$ cat src/rtl/spike_window_counter.sv
// Counts spike events across N_LANES lanes over one tick-delimited window and
// latches the saturating window total, saturation flag and window length on each tick.
module spike_window_counter #(
    parameter int unsigned N_LANES   = 16,
    parameter int unsigned EDGE_MODE = 1,
    parameter logic [31:0] MAX_CNT   = 32'hFFFF_FFFF
) (
    input  logic               clk,
    input  logic               reset,
    input  logic               enable,
    input  logic [N_LANES-1:0] spike_in,
    input  logic               tick,
    output logic [31:0]        spike_cnt_out,
    output logic               cnt_valid,
    output logic               sat_out,
    output logic [31:0]        window_cycles_out
);

    localparam int unsigned INC_W = $clog2(N_LANES + 1);

    logic [N_LANES-1:0] prev_spk;
    logic [N_LANES-1:0] ev;
    logic [INC_W-1:0]   inc;
    logic [31:0]        acc;
    logic               sat_acc;
    logic [31:0]        win_cyc;
    logic [32:0]        sum;
    logic [31:0]        sum_sat;
    logic               sat_now;
    logic [31:0]        win_cyc_next;

    always_comb begin
        ev = (EDGE_MODE != 0) ? (spike_in & ~prev_spk) : spike_in;
        inc = '0;
        if (enable) begin
            for (int unsigned i = 0; i < N_LANES; i++) begin
                inc = inc + INC_W'(ev[i]);
            end
        end
    end

    // 33-bit sum so an overflow past MAX_CNT is detected rather than wrapped
    always_comb begin
        sum     = {1'b0, acc} + 33'(inc);
        sat_now = (sum > {1'b0, MAX_CNT});
        sum_sat = sat_now ? MAX_CNT : sum[31:0];
        win_cyc_next = (win_cyc == '1) ? win_cyc : win_cyc + 32'd1;
    end

    always_ff @(posedge clk or posedge reset) begin
        if (reset) begin
            prev_spk <= '0;
        end else begin
            prev_spk <= spike_in;
        end
    end

    always_ff @(posedge clk or posedge reset) begin
        if (reset) begin
            acc               <= '0;
            sat_acc           <= 1'b0;
            win_cyc           <= '0;
            spike_cnt_out     <= '0;
            cnt_valid         <= 1'b0;
            sat_out           <= 1'b0;
            window_cycles_out <= '0;
        end else if (tick) begin
            spike_cnt_out     <= sum_sat;
            sat_out           <= sat_acc | sat_now;
            window_cycles_out <= win_cyc_next;
            cnt_valid         <= 1'b1;
            acc               <= '0;
            sat_acc           <= 1'b0;
            win_cyc           <= '0;
        end else begin
            acc       <= sum_sat;
            sat_acc   <= sat_acc | sat_now;
            win_cyc   <= win_cyc_next;
            cnt_valid <= 1'b0;
        end
    end

endmodule

$ cat config.mk
export PLATFORM = sky130hd
export DESIGN_NAME = spike_window_counter
export DESIGN_NICKNAME = d
export VERILOG_FILES = /design/src/rtl/spike_window_counter.sv
export SDC_FILE = /design/constraint.sdc
export NUM_CORES = 1
export LEC_CHECK = 0
export CAP_MARGIN = 15
export CORE_MARGIN = 5
export CORE_UTILIZATION = 60
export DETAILED_ROUTE_END_ITERATION = 10
export PLACE_DENSITY_LB_ADDON = 0.08
export RECOVER_POWER = 25
export SYNTH_ARGS = -nofsm -noshare
export SYNTH_HDL_FRONTEND = slang
export SYNTH_SLANG_ARGS = --single-unit
$ cat constraint.sdc
create_clock -name clk -period 10.01 [get_ports clk]
set_input_delay 1.5015 -clock clk [delete_from_list [all_inputs] [get_ports clk]]
set_output_delay 1.5015 -clock clk [all_outputs]
set_load 0.03 [all_outputs]
==> impl_metrics.tcl, run 1 <==
set metrics [dict create \
    grt_pass1_wl_um 26900 \
    hold_fails_final_rpt 0 \
    yosys.area.top_type "dfrtp_1" \
    grt_max_degree 93 \
    outcome "complete, but fails checks" \
    layout.filler_cells 847 \
    fin_util_pct 74.1 \
    routed_wl_per_cell_um 17.3 \
    cts.sinks 147 \
    failed_checks "capacitance limit, slew limit" \
    critPathRequiredTime_ns 10.15 \
    timing.hold.ws_ns 0.485 \
    crit_path_end_kind "register" \
    finalSetupViolations 0 \
    drt_initial_violations 447 \
    routed_met3_length_um 735 \
    max_stage_delay_ns 0.59 \
    multiInputGateArea_um2 3250 \
    fmax_mhz 140 \
    vias_in_the_first_global_route 5480 \
    ir_drop_mv 0.141 \
    htree_num_levels 4 \
    clk_pin_slew_ns 0.06 \
    final_design_area_no_fill_um2 8570 \
    kind_of_start_point_of_the_critical_path "input pin" \
    dieArea_um2 14200 \
    die_width_um 119 \
    fin_skew_ns 0.00756 \
    num-nets-final 793 \
    worstSetupPathType "in2reg" \
    yosys.area.top_type_share_pct 51.4 \
    postSynthRegisterBits 147 \
    clock_buffers_created_by_tritoncts 17 \
    drive_gt1_share_pct 9.57 \
    crit_family "adder cells" \
    drt_first_pass_iters 5 \
    cts.root.buffer_cell "clkbuf_16" \
    holdBufCountCts 0 \
    die_h_um 119 \
    critical_path_buf_inv_count 3 \
    synth_cell_type_count 66 \
    cellPowerDensity_nw_per_um2 176 \
    synth_edf_count 0 \
    most_common_flop_cell_mapped_by_yosys "dfrtp_1" \
    clock_tree_from_tritoncts "done" \
    crit_path_max_fanout 13 \
    via_count 5370 \
    slew-limit-headroom_pct -163 \
    number_of_cell_rows 39 \
    layout.cells.most_common "dfrtp_1" \
    critical-path-top-cell-by-count "fa_1" \
    maxCapViolations 2 \
    starting_density_pct 61.9 \
    top_layer "met4" \
    num_io_pins 86 \
    drt-total-wl_um 15700 \
    ordered_cell_list_for_the_critical_path "dlygate4sd3_1 > nor2b_1 > fa_1 > inv_1 > fa_1 > fa_1 > fa_1 > inv_1 > ha_1 > fa_1 > xor2_1 > and2_1 > ha_1 > nand4_1 > a2111oi_2 > xnor2_1 > a31oi_1" \
    layout.cells.most_common_list "dfrtp_1, nor2_1, clkdlybuf4s50_1" \
    rsz0062_at_grt "false" \
    antenna_left 0 \
    post-cts-setup-buffer-count 0 \
    wl_met2_um 7660 \
    synthesis.area_per_instance_um2 10.5 \
    place_hpwl_um 10700 \
    cells_after_synth 679 \
    portBuffers 85 \
    yosys_warnings 0 \
    wl_met1_um 6860 \
    antenna_cells 0 \
    power_leakage_nw 3.65 \
    crit_path_top_delay_cell "nand4_1" \
    ys_async_sr_fraction_pct 100 \
    layout_min_cycle_time_ns 7.12 \
    tightestPinTransition_ns 3.93 \
    coreArea_um2 11600 \
    seq_area_um2 3680 \
    globalRoute.totalOverflow 0 \
    sequential_cell_area_fraction_in_the_yosys_report_pct 51.4 \
    dpl_cell_area_um2 8020 \
    worst_skew_pair.late_latency_ns 0.42 \
    timing.hold.worst.class "reg2reg" \
    groute.usage.overall_pct 23.6 \
    post_cts_resize_count 0 \
    sum_neg_setup_slack_ns 0 \
    syn_to_final_growth_pct 19.7 \
    post-route-drc-count 0 \
    syn_area_um2 7160 \
    deepest_clock_path_buffer_count 2 \
    netlist_top_cells_area "dfrtp_1, nor2_1, a21oi_1" \
    post_drt_via_cell_ratio 5.93 \
    critPathArrivalTime_ns 7.27 \
    fin_crit_sh_pct 71.2 \
    antenna_violations_before_repair 0 \
    fin_ws_ns 2.89 \
    gpl.final_weighted_congestion 0.878 \
    place_ws_ns 2.56 \
    slew_viol_final 171 \
    postSynthNetCount 721 \
]
==> worst paths after layout <==
check	slack, ns	cells past startpoint	start	to
worst max-delay path	2.89	17	spike_in[0]	spike_cnt_out[27]
worst min-delay path	0.49	2	sat_acc	sat_acc
worst max register to register	4.24	15	prev_spk[5]	spike_cnt_out[27]
worst min register to register	0.49	2	sat_acc	sat_acc
max in group asynchronous	5.33	3	reset	window_cycles_out[21]
min in group asynchronous	2.71	2	reset	prev_spk[9]
==> through the flow <==
| step | power [mW] | cells |
|---|---|---|
| floorplan | 0.836 | 679 |
| CTS | 1.53 | 905 |
| finish | 1.51 | 906 |
| detailed placement | 0.929 | 874 |
| global route | 1.58 | 906 |
| global placement | 0.921 | 874 |
==> flip-flops by register name, summed over array words and instances, names as in the netlist <==
| register | count |
|---|---|
| spike_cnt_out | 32 |
| window_cycles_out | 32 |
| win_cyc | 32 |
| sat_acc | 1 |
| acc | 32 |
| cnt_valid | 1 |
| sat_out | 1 |
| prev_spk | 16 |
==> routing by layer <==
metal,up-vias,GRT usage (%)
li1,2574,-
met1,2632,31.8
met2,135,36.7
met3,29,4.98
met4,0,11.4
met5,-,0
==> power by group <==
| group | internal (mW) | switching [mW] | total, mW |
|---|---|---|---|
| Combinational | 0.108 | 0.159 | 0.266 |
| Sequential | 0.630 | 0.0189 | 0.649 |
| Clock | 0.366 | 0.230 | 0.596 |
| Total | 1.10 | 0.407 | 1.51 |
==> final cells by class <==
class / instances / share of cell area, %
Clock buffer: 27 / 5.87
Clock inverter: 4 / 0.555
Inverter: 13 / 0.584
Multi-Input combinational cell: 484 / 37.9
Sequential cell: 147 / 42.9
Tap cell: 143 / 2.09
Timing Repair Buffer: 88 / 10.1
==> worst min-delay path, stage by stage, from the launching register on <==
cell and delay (ns):
dfrtp_1 0.32, nor2_1 0.05, nor2_1 0.07
==> kinds of logic (layout without fill, tap and decap cells) <==
| logic type | Yosys count | after routing | share of synthesized area, % |
|---|---|---|---|
| DFF | 147 | 147 | 51.4 |
| and+or+nand+nor | 257 | 257 | 19.6 |
| AOI/OAI and AO/OA | 161 | 161 | 15.0 |
| xor gates and xnor gates | 32 | 32 | 3.91 |
| adders and majority gates | 22 | 22 | 5.00 |
| buffers and inverters | 48 | 132 | 3.29 |
| muxes | 12 | 12 | 1.78 |
==> Yosys cell counts, types with 8 or more instances <==
| master | number |
|---|---|
| a21oi_1 | 64 |
| ha_1 | 11 |
| xnor2_1 | 22 |
| a21oi_2 | 10 |
| nor2b_1 | 10 |
| a211oi_1 | 8 |
| nand2_1 | 28 |
| fa_1 | 11 |
| nor2_1 | 94 |
| a31oi_1 | 21 |
| nor3_1 | 10 |
| and3_1 | 15 |
| nand3_1 | 19 |
| xor2_1 | 10 |
| and2_1 | 11 |
| nand4_1 | 14 |
| and4_1 | 9 |
| o21ai_0 | 11 |
| dfrtp_1 | 147 |
| inv_1 | 12 |
| clkbuf_1 | 21 |
| or3_1 | 13 |
| nand2b_1 | 8 |
| o21ai_1 | 9 |
Power figures use the tool's default switching activity.
==> run 2: changes to the inputs <==
CORE_UTILIZATION = 56   (was 60)
clock period = 7.4 ns   (was 10.01 ns; I/O delays follow)
==> run 2 against run 1 <==
Against the previous run:
- the flow still finishes with violations (capacitance limit, slew limit)
- first-iteration DRC count shrank 11%
- final cell count grew 3.4%
- total power grew 39%
- combinational power grew 39%
- clock skew is essentially flat
- critical path type unchanged
- largest cell class unchanged
- largest power group unchanged
==> impl_metrics.tcl, run 2 (synthesis gave the netlist of run 1 again) <==
set metrics [dict create \
    outcome "complete, but fails checks" \
    failed_checks "capacitance limit, slew limit" \
    layout.cells.most_common_list "dfrtp_1, nor2_1, clkdlybuf4s50_1" \
    die_width_um 123 \
    groute.usage.overall_pct 22.7 \
    drt_initial_violations 400 \
    worst_skew_pair.late_latency_ns 0.42 \
    die_h_um 123 \
    vias_in_the_first_global_route 5382 \
    crit_path_max_fanout 16 \
    clk_pin_slew_ns 0.06 \
    fmax_mhz 149 \
    globalRoute.totalOverflow 0 \
    timing.hold.worst.class "reg2reg" \
    slew-limit-headroom_pct -138 \
    syn_to_final_growth_pct 21.0 \
    grt_max_degree 111 \
    grt_pass1_wl_um 27100 \
    dieArea_um2 15100 \
    num_io_pins 86 \
    num-nets-final 795 \
    place_hpwl_um 11100 \
    ir_drop_mv 0.149 \
    coreArea_um2 12600 \
    rsz0062_at_grt "false" \
    finalSetupViolations 0 \
    routed_wl_per_cell_um 17.1 \
    via_count 5366 \
    layout.filler_cells 979 \
    post-cts-setup-buffer-count 0 \
    crit_path_end_kind "register" \
    seq_area_um2 3680 \
    post_cts_resize_count 0 \
    clock_buffers_created_by_tritoncts 17 \
    gpl.final_weighted_congestion 0.915 \
    multiInputGateArea_um2 3250 \
    hold_fails_final_rpt 0 \
    tightestPinTransition_ns 3.55 \
    antenna_cells 0 \
    fin_skew_ns 0.00730 \
    starting_density_pct 57.0 \
    htree_num_levels 4 \
    cts.sinks 147 \
    fin_crit_sh_pct 90.4 \
    holdBufCountCts 0 \
    slew_viol_final 83 \
    antenna_left 0 \
    layout.cells.most_common "dfrtp_1" \
    clock_tree_from_tritoncts "done" \
    antenna_violations_before_repair 0 \
    post_drt_via_cell_ratio 5.73 \
    kind_of_start_point_of_the_critical_path "input pin" \
    critPathRequiredTime_ns 7.74 \
    number_of_cell_rows 41 \
    maxCapViolations 1 \
    drt_first_pass_iters 6 \
    portBuffers 85 \
    cts.root.buffer_cell "clkbuf_16" \
    drt-total-wl_um 16100 \
    power_leakage_nw 3.68 \
    post-route-drc-count 0 \
    worstSetupPathType "in2reg" \
    final-instance-count-excl-fill 937 \
    critPathArrivalTime_ns 7.03 \
    drive_gt1_share_pct 10.6 \
    layout_min_cycle_time_ns 6.69 \
    deepest_clock_path_buffer_count 2 \
    cellPowerDensity_nw_per_um2 242 \
    sum_neg_setup_slack_ns 0 \
    placed_cells 906 \
]
-- run 2: cell count changes in the layout (fill, tap and decap cells not counted), sizes merged --
cell      before  now
clkinv         3    6
clkbuf        28   22
buf            3    6
clkinvlp       2    3
bufinv         1    2
-- run 2: power breakdown --
group          switching [mW]  leakage, nW  internal (mW)
clock network           0.319        0.288          0.528
logic                   0.224         1.47          0.146
registers              0.0256         1.92          0.852
-- run 2: worst paths after layout --
path                                  start                   end  slack, ns  cells past startpoint
worst max register to register  prev_spk[1]      spike_cnt_out[9]       1.73                     17
worst max-delay path            spike_in[0]      spike_cnt_out[9]       0.71                     18
worst min register to register      sat_acc               sat_acc       0.49                      2
worst min-delay path                sat_acc               sat_acc       0.49                      2
max in group asynchronous             reset  window_cycles_out[0]       3.22                      3
min in group asynchronous             reset           prev_spk[0]       2.19                      2
-- run 2: final cells by class --
cell class,count,area share [%]
Sequential cell,147,42.5
Tap cell,172,2.48
Timing Repair Buffer,90,10.2
Inverter,13,0.578
Clock buffer,22,5.59
Clock inverter,9,1.20
Multi-Input combinational cell,484,37.5
-- run 2: critical path, cell delays in order --
cell           delay, ns
dlygate4sd3_1       0.55
nor2b_1             0.16
fa_1                0.56
inv_1               0.06
fa_1                0.54
fa_1                0.54
fa_1                0.55
inv_1               0.05
ha_1                0.23
fa_1                0.40
xor2_1              0.17
and2_1              0.16
ha_1                0.37
a211oi_1            0.13
o21bai_2            0.34
nand2_2             0.10
or3_1               0.72
a31oi_1             0.28
-- run 2: metal layers --
metal / vias to the layer above / routed length [um] / global-route usage (%)
met5: - / 0 / 0
met4: 0 / 269 / 7.75
met3: 27 / 524 / 4.12
met2: 137 / 8080 / 37.0
met1: 2619 / 7180 / 31.0
li1: 2583 / - / -
-- run 2: stage by stage --
step	power (mW)	utilization, %	hold slack (ns)	worst slack (ns)	area (um2)
floorplan	1.13	-	0.452	1.34	7160
global placement	1.25	64.3	0.467	0.604	8080
detailed placement	1.26	64.3	0.479	0.419	8080
CTS	2.11	69.0	0.494	0.828	8670
global route	2.18	68.9	0.523	0.397	8660
finish	2.09	68.9	0.490	0.709	8660
==> run 3: changes to the inputs <==
CAP_MARGIN = 20   (was 15)
==> run 3 against run 2 <==
Against the previous run:
- the flow still finishes with violations (capacitance limit, slew limit)
- final cell count rose by 0.11%
- clock skew increased by 0.0014 ns
- sequential share of layout area is 0.098 points lower
- global-route usage unchanged
- clock power barely moved
- die area did not move
- utilization up 0.16 points
- register-to-register slack barely moved
- flip-flop and latch count unchanged
- critical endpoint unchanged
==> impl_metrics.tcl, run 3 (synthesis gave the netlist of run 1 again) <==
set metrics [dict create \
    outcome "complete, but fails checks" \
    failed_checks "capacitance limit, slew limit" \
    drt-total-wl_um 16000 \
    critical-path-top-cell-by-count "fa_1" \
    via_count 5341 \
    critical_path_buf_inv_count 3 \
    layout_min_cycle_time_ns 6.70 \
    number_of_cell_rows 41 \
    crit_path_max_fanout 16 \
    post_drt_via_cell_ratio 5.69 \
    drt_initial_violations 380 \
    grt_max_degree 111 \
    cts.sinks 147 \
    slew_viol_final 83 \
    cts.root.buffer_cell "clkbuf_16" \
    num_io_pins 86 \
    holdBufCountCts 0 \
    post_cts_resize_count 0 \
    post-cts-setup-buffer-count 0 \
    fin_crit_sh_pct 90.5 \
    clock_buffers_created_by_tritoncts 17 \
    fmax_mhz 149 \
    beginning_of_the_worst_register_to_register_path "prev_spk[1]" \
    r2r-end "spike_cnt_out[9]" \
    maxCapViolations 1 \
    crit_family "adder cells" \
    fin_skew_ns 0.00869 \
    rsz0062_at_grt "false" \
    critPathArrivalTime_ns 7.03 \
    grt_pass1_wl_um 27100 \
    clock_tree_from_tritoncts "done" \
    critical_path_depth 18 \
    ordered_cell_list_for_the_critical_path "dlygate4sd3_1 > nor2b_1 > fa_1 > inv_1 > fa_1 > fa_1 > fa_1 > inv_1 > ha_1 > fa_1 > xor2_1 > and2_1 > ha_1 > a211oi_1 > o21bai_2 > nand2_2 > or3_1 > a31oi_1" \
    wl_met2_um 8060 \
    critPathRequiredTime_ns 7.74 \
    antenna_violations_before_repair 0 \
    max_stage_delay_ns 0.72 \
    ir_drop_mv 0.149 \
    worstSetupStartpoint "spike_in[0]" \
    layout.cells.most_common_list "dfrtp_1, nor2_1, clkdlybuf4s50_1" \
    place_hpwl_um 11100 \
    wl_met1_um 7140 \
    routed_met3_length_um 568 \
    routed_wl_per_cell_um 17.1 \
    tightestPinTransition_ns 3.53 \
    antenna_cells 0 \
    slew-limit-headroom_pct -137 \
    drt_first_pass_iters 6 \
    antenna_left 0 \
    layout.filler_cells 977 \
    deepest_clock_path_buffer_count 2 \
    portBuffers 85 \
    kind_of_start_point_of_the_critical_path "input pin" \
    dieArea_um2 15100 \
    coreArea_um2 12600 \
    htree_num_levels 4 \
    num-nets-final 796 \
    hold_fails_final_rpt 0 \
    drive_gt1_share_pct 10.7 \
    starting_density_pct 57.0 \
    worstSetupPathType "in2reg" \
    crit_path_top_delay_cell "or3_1" \
    timing.hold.worst.class "reg2reg" \
    finalSetupViolations 0 \
    power_leakage_nw 3.69 \
    cellPowerDensity_nw_per_um2 241 \
    worst-r2r-cell-count 17 \
    groute.usage.overall_pct 22.7 \
    layout.cells.most_common "dfrtp_1" \
    sum_neg_setup_slack_ns 0 \
    worst_skew_pair.late_latency_ns 0.42 \
    clk_pin_slew_ns 0.06 \
    die_width_um 123 \
    syn_to_final_growth_pct 21.3 \
    crit_path_end_kind "register" \
    rrSetupSlack_ns 1.72 \
    top_layer "met4" \
    die_h_um 123 \
    timing.hold.ws_ns 0.490 \
    gpl.final_weighted_congestion 0.915 \
    worstSetupEndpoint "spike_cnt_out[9]" \
    vias_in_the_first_global_route 5382 \
    post-route-drc-count 0 \
    globalRoute.totalOverflow 0 \
]
[run 3: changes by cell type in the layout (fill, tap and decap cells not counted), sizes merged]
cell / change
buf: +1
[run 3: final cells by class]
| class | instances | area [um2] | share of cell area, % |
|---|---|---|---|
| inverters | 13 | 50.0 | 0.576 |
| flip-flops and latches | 147 | 3680 | 42.4 |
| clock buffers | 22 | 484 | 5.58 |
| multi-input cells | 484 | 3250 | 37.4 |
| well taps | 172 | 215 | 2.48 |
| repair buffers | 91 | 906 | 10.4 |
| clock inverters | 9 | 104 | 1.20 |
[run 3: report_power, final]
part	switching, mW	internal [mW]
Combinational	0.223	0.147
Clock	0.320	0.528
Sequential	0.0256	0.852
[run 3: how the worst min path moves through the flow]
stage	slack [ns]	start	cells after the start	end
finish	0.49	sat_acc	2	sat_acc
global route	0.52	spike_cnt_out[25]	2	spike_cnt_out[25]
CTS	0.49	sat_acc	2	sat_acc
detailed placement	0.48	sat_acc	2	sat_acc
global placement	0.47	sat_acc	2	sat_acc
floorplan	0.45	sat_acc	2	sat_acc
[run 3: through the flow]
stage                     util (%)  setup WS [ns]  area [um2]  instances  total power [mW]
after floorplan                  -           1.34        7160        679              1.13
after CTS                     69.0          0.828        8670        937              2.11
after detailed placement      64.3          0.419        8080        906              1.26
after global placement        64.3          0.604        8080        906              1.25
after global routing          69.1          0.416        8680        938              2.18
final                         69.1          0.704        8680        938              2.10
[run 3: layer usage]
layer	vias to the layer above	track usage, %
met5	-	0
met4	0	7.75
met3	28	4.12
met2	132	37.0
met1	2593	31.0
li1	2588	-
[run 3: worst min-delay path, delay by kind of cell, from the launching register on]
| family | cells | cell delay, ns |
|---|---|---|
| flops | 1 | 0.32 |
| simple gates | 2 | 0.12 |
